**config.mk**
```make
export PLATFORM = sky130hd
export DESIGN_NAME = fetch_unit_flat
export DESIGN_NICKNAME = d
export VERILOG_FILES = /design/src/rtl/fetch_pkg.sv /design/src/rtl/fetch_if.sv /design/src/rtl/fetch_fifo.sv /design/src/rtl/fetch_unit.sv /design/src/flat_wrapper.sv
export SDC_FILE = /design/constraint.sdc
export NUM_CORES = 1
export LEC_CHECK = 0
export CORE_AREA = 2 2 191 193
export CTS_CLUSTER_SIZE = 30
export DETAILED_ROUTE_END_ITERATION = 6
export DIE_AREA = 0 0 193 195
export PLACE_DENSITY = 0.73
export SYNTH_ARGS = -nofsm -noshare
export SYNTH_HDL_FRONTEND = slang
export SYNTH_SLANG_ARGS = --single-unit
```
**constraint.sdc**
```tcl
create_clock -name clk -period 3 [get_ports clk]
set_input_delay 0.3 -clock clk [delete_from_list [all_inputs] [get_ports clk]]
set_output_delay 0.3 -clock clk [all_outputs]
set_load 0.01 [all_outputs]
```
**src/rtl/fetch_pkg.sv**
```systemverilog
// fetch_pkg
//   Shared constants and types for the fetch stage.
//   FETCH_AWIDTH / FETCH_DWIDTH : widths of the queued {pc, insn} entry
//   NOP_INSN                    : instruction shown on insn_o while the queue is empty
//   FETCH_BASEADDR              : default PC after reset
//   fetch_entry_t               : one queued fetch result
package fetch_pkg;

    localparam int FETCH_AWIDTH = 32;
    localparam int FETCH_DWIDTH = 32;

    localparam logic [FETCH_DWIDTH-1:0] NOP_INSN       = 32'h0000_0013;
    localparam logic [FETCH_AWIDTH-1:0] FETCH_BASEADDR = 32'h0100_0000;

    typedef struct packed {
        logic [FETCH_AWIDTH-1:0] pc;
        logic [FETCH_DWIDTH-1:0] insn;
    } fetch_entry_t;

endpackage

```
**src/rtl/fetch_if.sv**
```systemverilog
// fetch_if
//   Bundles the fetch stage's instruction-memory bus, redirect input and
//   decode-side handshake.
//   master : the fetch unit (drives imem_req_o/imem_addr_o, valid_o, pc_o, insn_o, misalign_o)
//   slave  : memory + execute + decode environment (drives grant, response, redirect, ready)
interface fetch_if #(
    parameter int AWIDTH = 32,
    parameter int DWIDTH = 32
);
    logic              imem_req_o;
    logic [AWIDTH-1:0] imem_addr_o;
    logic              imem_gnt_i;
    logic              imem_rvalid_i;
    logic [DWIDTH-1:0] imem_rdata_i;
    logic              redirect_i;
    logic [AWIDTH-1:0] redirect_pc_i;
    logic              valid_o;
    logic              ready_i;
    logic [AWIDTH-1:0] pc_o;
    logic [DWIDTH-1:0] insn_o;
    logic              misalign_o;

    modport master (
        output imem_req_o, imem_addr_o,
        input  imem_gnt_i, imem_rvalid_i, imem_rdata_i,
        input  redirect_i, redirect_pc_i,
        output valid_o,
        input  ready_i,
        output pc_o, insn_o, misalign_o
    );

    modport slave (
        input  imem_req_o, imem_addr_o,
        output imem_gnt_i, imem_rvalid_i, imem_rdata_i,
        output redirect_i, redirect_pc_i,
        input  valid_o,
        output ready_i,
        input  pc_o, insn_o, misalign_o
    );
endinterface

```
**src/rtl/fetch_fifo.sv**
```systemverilog
// fetch_fifo
//   Synchronous in-order FIFO with flush and occupancy output.
//   clk, rst : clock, synchronous active-high reset (empties the FIFO)
//   push_i   : write data_i (ignored when full or flushing)
//   pop_i    : drop head entry (ignored when empty or flushing)
//   flush_i  : empty the FIFO next cycle
//   data_o   : head entry (contents undefined while empty)
//   count_o  : number of stored entries
//   empty_o  : no entries stored
module fetch_fifo #(
    parameter int WIDTH = 64,
    parameter int DEPTH = 4
) (
    input  logic                   clk,
    input  logic                   rst,
    input  logic                   push_i,
    input  logic [WIDTH-1:0]       data_i,
    input  logic                   pop_i,
    input  logic                   flush_i,
    output logic [WIDTH-1:0]       data_o,
    output logic [$clog2(DEPTH):0] count_o,
    output logic                   empty_o
);
    localparam int PW = $clog2(DEPTH);
    localparam int CW = PW + 1;

    logic [WIDTH-1:0] mem_q [DEPTH];
    logic [PW-1:0]    wr_ptr_q, wr_ptr_d;
    logic [PW-1:0]    rd_ptr_q, rd_ptr_d;
    logic [CW-1:0]    count_q, count_d;
    logic             do_push, do_pop;

    assign empty_o = (count_q == '0);
    assign count_o = count_q;
    assign data_o  = mem_q[rd_ptr_q];
    assign do_push = push_i && (count_q != CW'(DEPTH)) && !flush_i;
    assign do_pop  = pop_i && !empty_o && !flush_i;

    // Pointer/occupancy update; flush wins over push and pop in the same cycle.
    // DEPTH is a power of two, so the pointers wrap naturally.
    always_comb begin
        wr_ptr_d = wr_ptr_q;
        rd_ptr_d = rd_ptr_q;
        count_d  = count_q;
        if (flush_i) begin
            wr_ptr_d = '0;
            rd_ptr_d = '0;
            count_d  = '0;
        end else begin
            if (do_push) wr_ptr_d = wr_ptr_q + PW'(1);
            if (do_pop)  rd_ptr_d = rd_ptr_q + PW'(1);
            count_d = count_q + CW'(do_push) - CW'(do_pop);
        end
    end

    // Control state registers.
    always_ff @(posedge clk) begin
        if (rst) begin
            wr_ptr_q <= '0;
            rd_ptr_q <= '0;
            count_q  <= '0;
        end else begin
            wr_ptr_q <= wr_ptr_d;
            rd_ptr_q <= rd_ptr_d;
            count_q  <= count_d;
        end
    end

    // Storage needs no reset: an entry is only read after it has been written.
    always_ff @(posedge clk) begin
        if (do_push) mem_q[wr_ptr_q] <= data_i;
    end

endmodule

```
**src/rtl/fetch_unit.sv**
```systemverilog
// fetch_unit
//   Fetch stage: issues sequential instruction-memory requests, tags each
//   grant with its PC, queues returned words and offers {pc, insn} to decode.
//   A redirect flushes the queue and discards responses still in flight.
//   Ports:
//     clk, rst : clock, synchronous active-high reset
//     bus      : fetch_if.master -- imem request/grant/response, redirect,
//                decode valid/ready with pc_o/insn_o, misalign_o
//   Optional feature (macro FETCH_MISALIGN_CHK_EN):
//     defined   : a redirect to a target with nonzero low bits raises sticky
//                 misalign_o, shows the target on pc_o and stalls fetch until
//                 an aligned redirect or reset.
//     undefined : redirect target low bits are cleared, misalign_o is 0.
module fetch_unit
    import fetch_pkg::*;
#(
    parameter int                DWIDTH   = FETCH_DWIDTH,
    parameter int                AWIDTH   = FETCH_AWIDTH,
    parameter logic [AWIDTH-1:0] BASEADDR = FETCH_BASEADDR,
    parameter int                DEPTH    = 4
) (
    input logic     clk,
    input logic     rst,
    fetch_if.master bus
);
    localparam int             CW      = $clog2(DEPTH) + 1;
    localparam int             EW      = AWIDTH + DWIDTH;
    localparam logic [CW:0]    CREDITS = (CW + 1)'(DEPTH);

    logic [AWIDTH-1:0] fetch_pc_q, fetch_pc_d;
    logic [CW-1:0]     drop_cnt_q, drop_cnt_d;
    logic [AWIDTH-1:0] redirect_tgt;
    logic              fetch_halt;
    logic              grant, drop_now, data_push, data_pop;
    logic [CW-1:0]     data_count, tag_count;
    logic              data_empty, tag_empty;
    logic [AWIDTH-1:0] tag_pc;
    logic [CW:0]       inflight;
    fetch_entry_t      push_entry, head_entry;

`ifdef FETCH_MISALIGN_CHK_EN
    logic              misalign_q, misalign_d;
    logic [AWIDTH-1:0] bad_pc_q, bad_pc_d;

    assign redirect_tgt   = bus.redirect_pc_i;
    assign fetch_halt     = misalign_q;
    assign bus.misalign_o = misalign_q;
    assign bus.pc_o       = misalign_q ? bad_pc_q : (data_empty ? '0 : head_entry.pc);

    // Every redirect re-evaluates alignment, so an aligned one clears the flag.
    always_comb begin
        misalign_d = misalign_q;
        bad_pc_d   = bad_pc_q;
        if (bus.redirect_i) begin
            misalign_d = (bus.redirect_pc_i[1:0] != 2'b00);
            bad_pc_d   = bus.redirect_pc_i;
        end
    end

    // Misalign flag and offending target.
    always_ff @(posedge clk) begin
        if (rst) begin
            misalign_q <= 1'b0;
            bad_pc_q   <= '0;
        end else begin
            misalign_q <= misalign_d;
            bad_pc_q   <= bad_pc_d;
        end
    end
`else
    assign redirect_tgt   = bus.redirect_pc_i & ~AWIDTH'(3);
    assign fetch_halt     = 1'b0;
    assign bus.misalign_o = 1'b0;
    assign bus.pc_o       = data_empty ? '0 : head_entry.pc;
`endif

    // Queued entries plus in-flight requests never exceed DEPTH, so every
    // response is guaranteed a free queue slot.
    assign inflight        = {1'b0, data_count} + {1'b0, tag_count};
    assign bus.imem_req_o  = !rst && !bus.redirect_i && !fetch_halt && (inflight < CREDITS);
    assign bus.imem_addr_o = fetch_pc_q;
    assign grant           = bus.imem_req_o && bus.imem_gnt_i;

    assign drop_now   = bus.imem_rvalid_i && (drop_cnt_q != '0);
    assign data_push  = bus.imem_rvalid_i && !drop_now && !bus.redirect_i;
    assign data_pop   = bus.valid_o && bus.ready_i;
    assign push_entry = '{pc: tag_pc, insn: bus.imem_rdata_i};

    assign bus.valid_o = !data_empty && !fetch_halt;
    assign bus.insn_o  = data_empty ? NOP_INSN : head_entry.insn;

    // Next fetch PC and drop count. The tag queue occupancy is the number of
    // outstanding requests; on a redirect every request still unanswered after
    // this cycle's response must be discarded when it returns.
    always_comb begin
        fetch_pc_d = fetch_pc_q;
        drop_cnt_d = drop_cnt_q;
        if (grant)    fetch_pc_d = fetch_pc_q + AWIDTH'(4);
        if (drop_now) drop_cnt_d = drop_cnt_q - CW'(1);
        if (bus.redirect_i) begin
            fetch_pc_d = redirect_tgt;
            drop_cnt_d = tag_count - CW'(bus.imem_rvalid_i);
        end
    end

    // Fetch PC and drop counter registers.
    always_ff @(posedge clk) begin
        if (rst) begin
            fetch_pc_q <= BASEADDR;
            drop_cnt_q <= '0;
        end else begin
            fetch_pc_q <= fetch_pc_d;
            drop_cnt_q <= drop_cnt_d;
        end
    end

    // In-order PC tags, written at grant and retired by each response
    // (dropped or not), so the head always belongs to the current response.
    fetch_fifo #(.WIDTH(AWIDTH), .DEPTH(DEPTH)) u_tag_q (
        .clk     (clk),
        .rst     (rst),
        .push_i  (grant),
        .data_i  (fetch_pc_q),
        .pop_i   (bus.imem_rvalid_i),
        .flush_i (1'b0),
        .data_o  (tag_pc),
        .count_o (tag_count),
        .empty_o (tag_empty)
    );

    // Fetched {pc, insn} entries waiting for decode.
    fetch_fifo #(.WIDTH(EW), .DEPTH(DEPTH)) u_data_q (
        .clk     (clk),
        .rst     (rst),
        .push_i  (data_push),
        .data_i  (push_entry),
        .pop_i   (data_pop),
        .flush_i (bus.redirect_i),
        .data_o  (head_entry),
        .count_o (data_count),
        .empty_o (data_empty)
    );

    // A response with nothing outstanding means the memory side is broken.
    rvalid_has_request: assert property (@(posedge clk) disable iff (rst)
        !(bus.imem_rvalid_i && tag_empty));

endmodule

```
**src/flat_wrapper.sv**
```systemverilog
// flat-port wrapper written by rule: the top's interface ports become plain ports
module fetch_unit_flat import fetch_pkg::*;
#(
    parameter int                DWIDTH   = FETCH_DWIDTH,
    parameter int                AWIDTH   = FETCH_AWIDTH,
    parameter logic [AWIDTH-1:0] BASEADDR = FETCH_BASEADDR,
    parameter int                DEPTH    = 4
)
  (clk, rst, bus_imem_req_o, bus_imem_addr_o, bus_imem_gnt_i, bus_imem_rvalid_i, bus_imem_rdata_i, bus_redirect_i, bus_redirect_pc_i, bus_valid_o, bus_ready_i, bus_pc_o, bus_insn_o, bus_misalign_o);
  fetch_if #(.AWIDTH(AWIDTH), .DWIDTH(DWIDTH)) bus_i ();
  input logic clk;
  input logic rst;
  output wire logic [$bits(bus_i.imem_req_o)-1:0] bus_imem_req_o;
  output wire logic [$bits(bus_i.imem_addr_o)-1:0] bus_imem_addr_o;
  input wire logic [$bits(bus_i.imem_gnt_i)-1:0] bus_imem_gnt_i;
  input wire logic [$bits(bus_i.imem_rvalid_i)-1:0] bus_imem_rvalid_i;
  input wire logic [$bits(bus_i.imem_rdata_i)-1:0] bus_imem_rdata_i;
  input wire logic [$bits(bus_i.redirect_i)-1:0] bus_redirect_i;
  input wire logic [$bits(bus_i.redirect_pc_i)-1:0] bus_redirect_pc_i;
  output wire logic [$bits(bus_i.valid_o)-1:0] bus_valid_o;
  input wire logic [$bits(bus_i.ready_i)-1:0] bus_ready_i;
  output wire logic [$bits(bus_i.pc_o)-1:0] bus_pc_o;
  output wire logic [$bits(bus_i.insn_o)-1:0] bus_insn_o;
  output wire logic [$bits(bus_i.misalign_o)-1:0] bus_misalign_o;
  assign bus_imem_req_o = bus_i.imem_req_o;
  assign bus_imem_addr_o = bus_i.imem_addr_o;
  assign bus_i.imem_gnt_i = bus_imem_gnt_i;
  assign bus_i.imem_rvalid_i = bus_imem_rvalid_i;
  assign bus_i.imem_rdata_i = bus_imem_rdata_i;
  assign bus_i.redirect_i = bus_redirect_i;
  assign bus_i.redirect_pc_i = bus_redirect_pc_i;
  assign bus_valid_o = bus_i.valid_o;
  assign bus_i.ready_i = bus_ready_i;
  assign bus_pc_o = bus_i.pc_o;
  assign bus_insn_o = bus_i.insn_o;
  assign bus_misalign_o = bus_i.misalign_o;
  fetch_unit #(.DWIDTH(DWIDTH), .AWIDTH(AWIDTH), .BASEADDR(BASEADDR), .DEPTH(DEPTH)) u_core (.clk(clk), .rst(rst), .bus(bus_i));
endmodule
```
* Word-level counts from Yosys, hierarchy flattened
Memory sizes are Yosys's and may differ from the RTL's. A register that Yosys moved wholly into a read port is not among the register bits.
Index checks and enable logic that the tools add are counted.
** Cells by class
- Add/sub/neg operators :: 12
- $lt $le $gt $ge :: 1
- Equal/unequal tests :: 2
- Mux-type cells :: 14
- Reduce and logical (&&, ||, !) cells :: 24
** Operators with widths (count)
- $mux W32 :: 4
- $add A32 B3 Y32 const B :: 1
- $logic_and A1 B1 Y1 :: 13
- $sub A3 B1 Y3 :: 3
- $add A2 B1 Y2 const B :: 4
- $mux W2 :: 4
- $add A3 B1 Y3 :: 2
- $logic_not A3 Y1 :: 2
- $mux W3 :: 2
- $ne A3 B3 Y1 const B :: 2
- $logic_not A1 Y1 :: 5
- $add A3 B3 Y4 :: 1
- $lt A4 B3 Y1 const B :: 1
- $mux W1 :: 4
- $reduce_bool A2 Y1 :: 2
- $reduce_bool A3 Y1 :: 1
- $sub A3 B1 Y3 const B :: 1
- $reduce_or A2 Y1 :: 1
** Word-level totals
- Register bits after elaboration :: 49
- Memory bits (writable) :: 384
- Input bits :: 70
- Output and inout port bits :: 99
- Word-level logic and storage cells :: 64
- Memories :: 2
** Memory list
- u_core.u_data_q.mem_q :: depth 4, bits a word 64, read ports 1, clocked after memory_dff 1, write ports 1, RTL line fetch_fifo.sv:27 : logic [WIDTH-1:0] mem_q [DEPTH];
- u_core.u_tag_q.mem_q :: depth 4, bits a word 32, read ports 1, clocked after memory_dff 1, write ports 1, RTL line fetch_fifo.sv:27

* Longest topological paths before layout
- Depth in word-level cells :: 9
- Mapped depth :: 14
- Depth with buffers taken out :: 14

* Hierarchy
A second synthesis with hierarchy kept.
** Unflattened totals
- Cell total of the unflattened synthesis :: 941
- Area, all modules :: 17406.7 um^2
** Modules (own cells, without submodules)
- fetch_fifo at u_core.u_data_q :: instances 1, cells each 386, area an instance 9745.6 um^2, sequential area each 7867.5 um^2
- fetch_fifo at u_core.u_tag_q :: instances 1, cells each 219, area an instance 5121.2 um^2, sequential area each 4023.9 um^2
- fetch_unit :: instances 1, cells each 336, area an instance 2539.9 um^2, sequential area each 660.6 um^2

* Least setup slack after synthesis
Ideal clock, no wire load.
- Path kind :: register to register
- From :: register u_core.drop_cnt_q[0]
- To :: memory u_core.u_data_q.mem_q[1][0], enable pin
- Arrival time :: 2.788 ns
- Setup slack :: -0.215 ns
- Cell stages (with the launch flop) :: 7
- Buffers on the path :: 0
- Clock period less this slack :: 3.215 ns
- Cell sequence :: dfxtp_1 inv_1 ha_1 ha_1 nand2_1 a211oi_1 and2_1
** Between the ends
- Cells in the longest elaborated chain, start to end :: 9
** RTL lines
- start, declared :: RTL line fetch_unit.sv:31 : logic [CW-1:0] drop_cnt_q, drop_cnt_d;
- start signal, assigned :: RTL line fetch_unit.sv:113 : drop_cnt_q <= drop_cnt_d;
- $reduce_bool A3 Y1 :: RTL line fetch_unit.sv:84 : assign drop_now = bus.imem_rvalid_i && (drop_cnt_q != '0);
- $logic_and A1 B1 Y1 :: RTL line fetch_unit.sv:84
- $logic_not A1 Y1 :: RTL line fetch_unit.sv:85 : assign data_push = bus.imem_rvalid_i && !drop_now && !bus.redirect_i;
- $logic_and A1 B1 Y1 (2 in series) :: RTL line fetch_unit.sv:85
- $logic_and A1 B1 Y1 (2 in series) :: RTL line fetch_fifo.sv:36 : assign do_push = push_i && (count_q != CW'(DEPTH)) && !flush_i;
- $mux W1 :: RTL line fetch_fifo.sv:71 : if (do_push) mem_q[wr_ptr_q] <= data_i;
- $mux W1 (not written as such) :: RTL line fetch_fifo.sv:71
- end, declared :: RTL line fetch_fifo.sv:27
No other way between the ends.

* Worst setup path in the final report
- From :: register u_core.u_data_q.count_q[1], in the netlist u_core.u_data_q.count_o[1]
- To :: register u_core.u_tag_q.count_q[2], in the netlist u_core.u_tag_q.count_o[2]
** Between the ends
- Cells in the longest elaborated chain, start to end :: 7
** RTL lines
- start, declared :: RTL line fetch_fifo.sv:30 : logic [CW-1:0] count_q, count_d;
- start signal, assigned :: RTL line fetch_fifo.sv:65 : count_q <= count_d;
- $add A3 B3 Y4 :: RTL line fetch_unit.sv:79 : assign inflight = {1'b0, data_count} + {1'b0, tag_count};
- $lt A4 B3 Y1 :: RTL line fetch_unit.sv:80 : assign bus.imem_req_o = !rst && !bus.redirect_i && !fetch_halt && (inflight < CREDITS);
- $logic_and A1 B1 Y1 :: RTL line fetch_unit.sv:80
- $logic_and A1 B1 Y1 :: RTL line fetch_unit.sv:82 : assign grant = bus.imem_req_o && bus.imem_gnt_i;
- $logic_and A1 B1 Y1 :: RTL line fetch_fifo.sv:36
- $add A3 B1 Y3 :: RTL line fetch_fifo.sv:52 : count_d = count_q + CW'(do_push) - CW'(do_pop);
- $sub A3 B1 Y3 :: RTL line fetch_fifo.sv:52
- end signal, assigned :: RTL line fetch_fifo.sv:65
- end, declared :: RTL line fetch_fifo.sv:30
No other way between the ends.
A chain may end at the register's enable or synchronous reset.

==> results.toml <==
[clocking]
htreeDepth = 2
clock_path_buffers = 3
hold_buffers = 0
root_buffer = "clkbuf_16"
numCtsBuffers = 44
clock_latency_ns = 0.53
cts_tree = "built"
clk_pin_slew_worst_paths_ns = 0.06
clkSinkCount = 419

[setup_path]
required_ns = 3.40
critPathArrivalTime_ns = 3.16
reg2reg_from = "u_core.u_data_q.count_o[1]"
worstSetupEndpointType = "flop"
max_stage_delay_ns = 0.38
cpMostUsedCell = "ha_1"
crit_chain = "ha_1 -> nor4_2 -> nand3_1 -> a31oi_1 -> inv_1 -> ha_1 -> inv_1 -> ha_1 -> fa_1 -> xnor2_1 -> xnor2_1 -> nor2_1"
crit_fanout = 5
cpMaxStageDelayCell = "dfxtp_1"
critPathLaunch = "u_core.u_data_q.count_o[1]"
crit_buf_inv = 2
crit_family = "adder cells"
cp-start-kind = "flop"
critPathKind = "flop to flop"

[power_and_ir_drop]
power.density_nw_per_um2 = 670
p_total_uw = 13700
swShare_pct = 22.2
leakagePower_uw = 0.00657
p_int_uw = 10700
switchingPower_uw = 3030
seqPwrFrac_pct = 50.5
clkPwrFrac_pct = 38.1
peakVddDrop_mv = 0.442
combPwrFrac_pct = 11.4

[drt]
wl_per_cell_um = 20.4
drt_iter0_markers = 459
drc_errors = 0
wl_um = 32700
dr.pass1.iters = 4
vias = 8661
ant_nets = 0
vias_per_cell = 5.42

[sta]
hold_viol = 0
drv_slew = 0
finalSetupViolCount = 0
fmax_mhz = 363
slew_headroom_pct = 56.0
post-route-period-util_pct = 91.9
grt_setup_unrepaired = "no"
setup_tns_ns = 0
tightest_slew_ns = 0.658
min_period_ns = 2.76
skew_ns = 0.00735
setup_slack_ns = 0.244

[min_path]
hp-class = "input pin to flop"
worstHoldStart = "bus_redirect_pc_i[8]"

[floorplan]
core_area_um2 = 35400
die_h_um = 195
ios = 169
die_width_um = 193
die_area_um2 = 37600
start_util_pct = 46.8
rows = 69

[global_routing]
grt_pass1_vias = 8773
track_usage_pct = 17.5
grt_pass1_wl_um = 49700
antenna_found_initial = 0
grt_overflow = 0
grt_max_degree = 64

[yosys]
ys_async_sr_fraction_pct = 0
yosysTopAreaCell = "edfxtp_1"
yosys.area.top_type_share_pct = 66.7
synth_cell_type_count = 52
synth_common_cells = "edfxtp_1 (368), mux4_2 (92), nor2b_1 (64)"
syn_area_per_cell_um2 = 18.3
postSynthCellCount = 903
ys_seq_elements = 419
synthTopCellsByArea = "edfxtp_1 (67%), mux4_2 (13%), dfxtp_1 (6.2%)"
ys_seq_area_share_pct = 72.9
syn_area_um2 = 16600
yosysMostFrequentCell = "edfxtp_1"
synth-edff-count = 368
ys.flop_type = "edfxtp_1"
yosysWarnings = 0

[finish]
finish.utilization_pct = 57.7
n_antenna_cell = 0
final_nets = 1199
drive_above_1_share_pct = 19.5
area_growth_pct = 23.4

[run_status]
status = "complete, no violations"

[placed_design]
numPortBuffers = 161
place_hpwl_um = 20000
place_congestion = 0.808
dpl_worst_slack_ns = 0.0563

[job]
cap_violations = 0
-- per-stage QoR --
stage          std cells  cell area [um^2]  hold slack, ns
2_1_floorplan        907             16600           0.399
3_3_place_gp        1520             19000           0.503
3_5_place_dp        1520             19000           0.509
4_1_cts             1599             20400           0.309
5_1_grt             1599             20400           0.331
6_report            1599             20400           0.331
-- kinds of logic (layout without fill, tap and decap cells) --
family	count (synthesis)	after routing	synth area share (%)
simple gates	204	204	6.98
xor+xnor	16	16	0.846
flops	419	419	72.9
compound gates	69	69	2.65
other cells	1	5	0.0226
buf+inv	72	303	1.85
mux	101	101	13.1
fa+ha+maj	21	21	1.68
-- sequential cells by signal, indices dropped and copies added, names as in the netlist, named ones only --
| signal | flops |
|---|---|
| u_core.u_tag_q.rd_ptr_q | 2 |
| u_core.u_data_q.wr_ptr_q | 2 |
| u_core.drop_cnt_q | 3 |
| u_core.u_data_q.rd_ptr_q | 2 |
| u_core.u_tag_q.count_o | 3 |
| u_core.u_tag_q.wr_ptr_q | 2 |
| u_core.bus.imem_addr_o | 30 |
| u_core.u_data_q.mem_q | 248 |
| u_core.u_data_q.count_o | 3 |
| u_core.u_tag_q.mem_q | 120 |
-- cells in the final DEF, fill, tap and decap left out, types with 5 or more instances in the layout --
cell type        count
edfxtp_1           368
clkdlybuf4s50_1    161
mux4_2              92
nor2b_1             64
dfxtp_1             48
clkbuf_16           45
nor2_1              33
nand2_1             32
buf_4               29
inv_1               25
a21oi_1             24
ha_1                19
nand3_1             18
buf_12              12
o21ai_0             10
xnor2_1              9
clkbuf_1             9
a31oi_1              7
and2_1               7
nand4_1              7
xor2_1               7
clkinvlp_4           7
mux2_2               6
clkinv_2             6
nand2b_1             5
nor3_1               5
or3_1                5
conb_1               5
-- power by group through the flow --
| stage | combinational [uW] | clock, uW | sequential [uW] |
|---|---|---|---|
| after CTS | 1600 | 5340 | 6920 |
| final | 1560 | 5210 | 6910 |
| after global placement | 1540 | 0 | 7020 |
| after detailed placement | 1580 | 0 | 7040 |
| after floorplan | 999 | 0 | 6980 |
| after global routing | 1720 | 5540 | 6940 |
-- timing repair --
| action | CTS | global route |
|---|---|---|
| buffers inserted | 3 | 0 |
| setup endpoints to repair | 8 | 1 |
| resized for setup | 0 | 1 |
-- layout make-up --
| type | instances | area, um^2 |
|---|---|---|
| inverter | 25 | 93.8 |
| clock inverter | 21 | 218 |
| fill | 2702 | 15000 |
| clock buffer | 55 | 1170 |
| multi-input combinational | 416 | 4220 |
| tap | 461 | 577 |
| timing repair buffer | 202 | 2070 |
| sequential | 419 | 12100 |
-- worst register-to-register path: cells and delay by family (launching register included) --
family / cells / cell delay (ns)
flops: 1 / 0.38
buf+inv: 2 / 0.11
xor+xnor: 2 / 0.32
fa+ha+maj: 4 / 1.05
compound gates: 1 / 0.22
simple gates: 3 / 0.56
-- routing by layer --
layer	up-vias	GRT usage [%]	part of all wire, %
li1	3949	-	-
met1	4390	23.5	43
met2	264	29.3	49
met3	58	3.07	5.5
met4	0	5.05	2.1
met5	-	0	0
-- worst paths after layout --
check,endpoint,slack (ns),cells after the start
hold reg to reg,u_core.u_tag_q.rd_ptr_q[1],0.52,2
hold / removal,u_core.bus.imem_addr_o[8],0.33,3
setup reg to reg,u_core.u_tag_q.count_o[2],0.24,12
setup / recovery,u_core.u_tag_q.count_o[2],0.24,12
(Power assumes the default switching activity.)
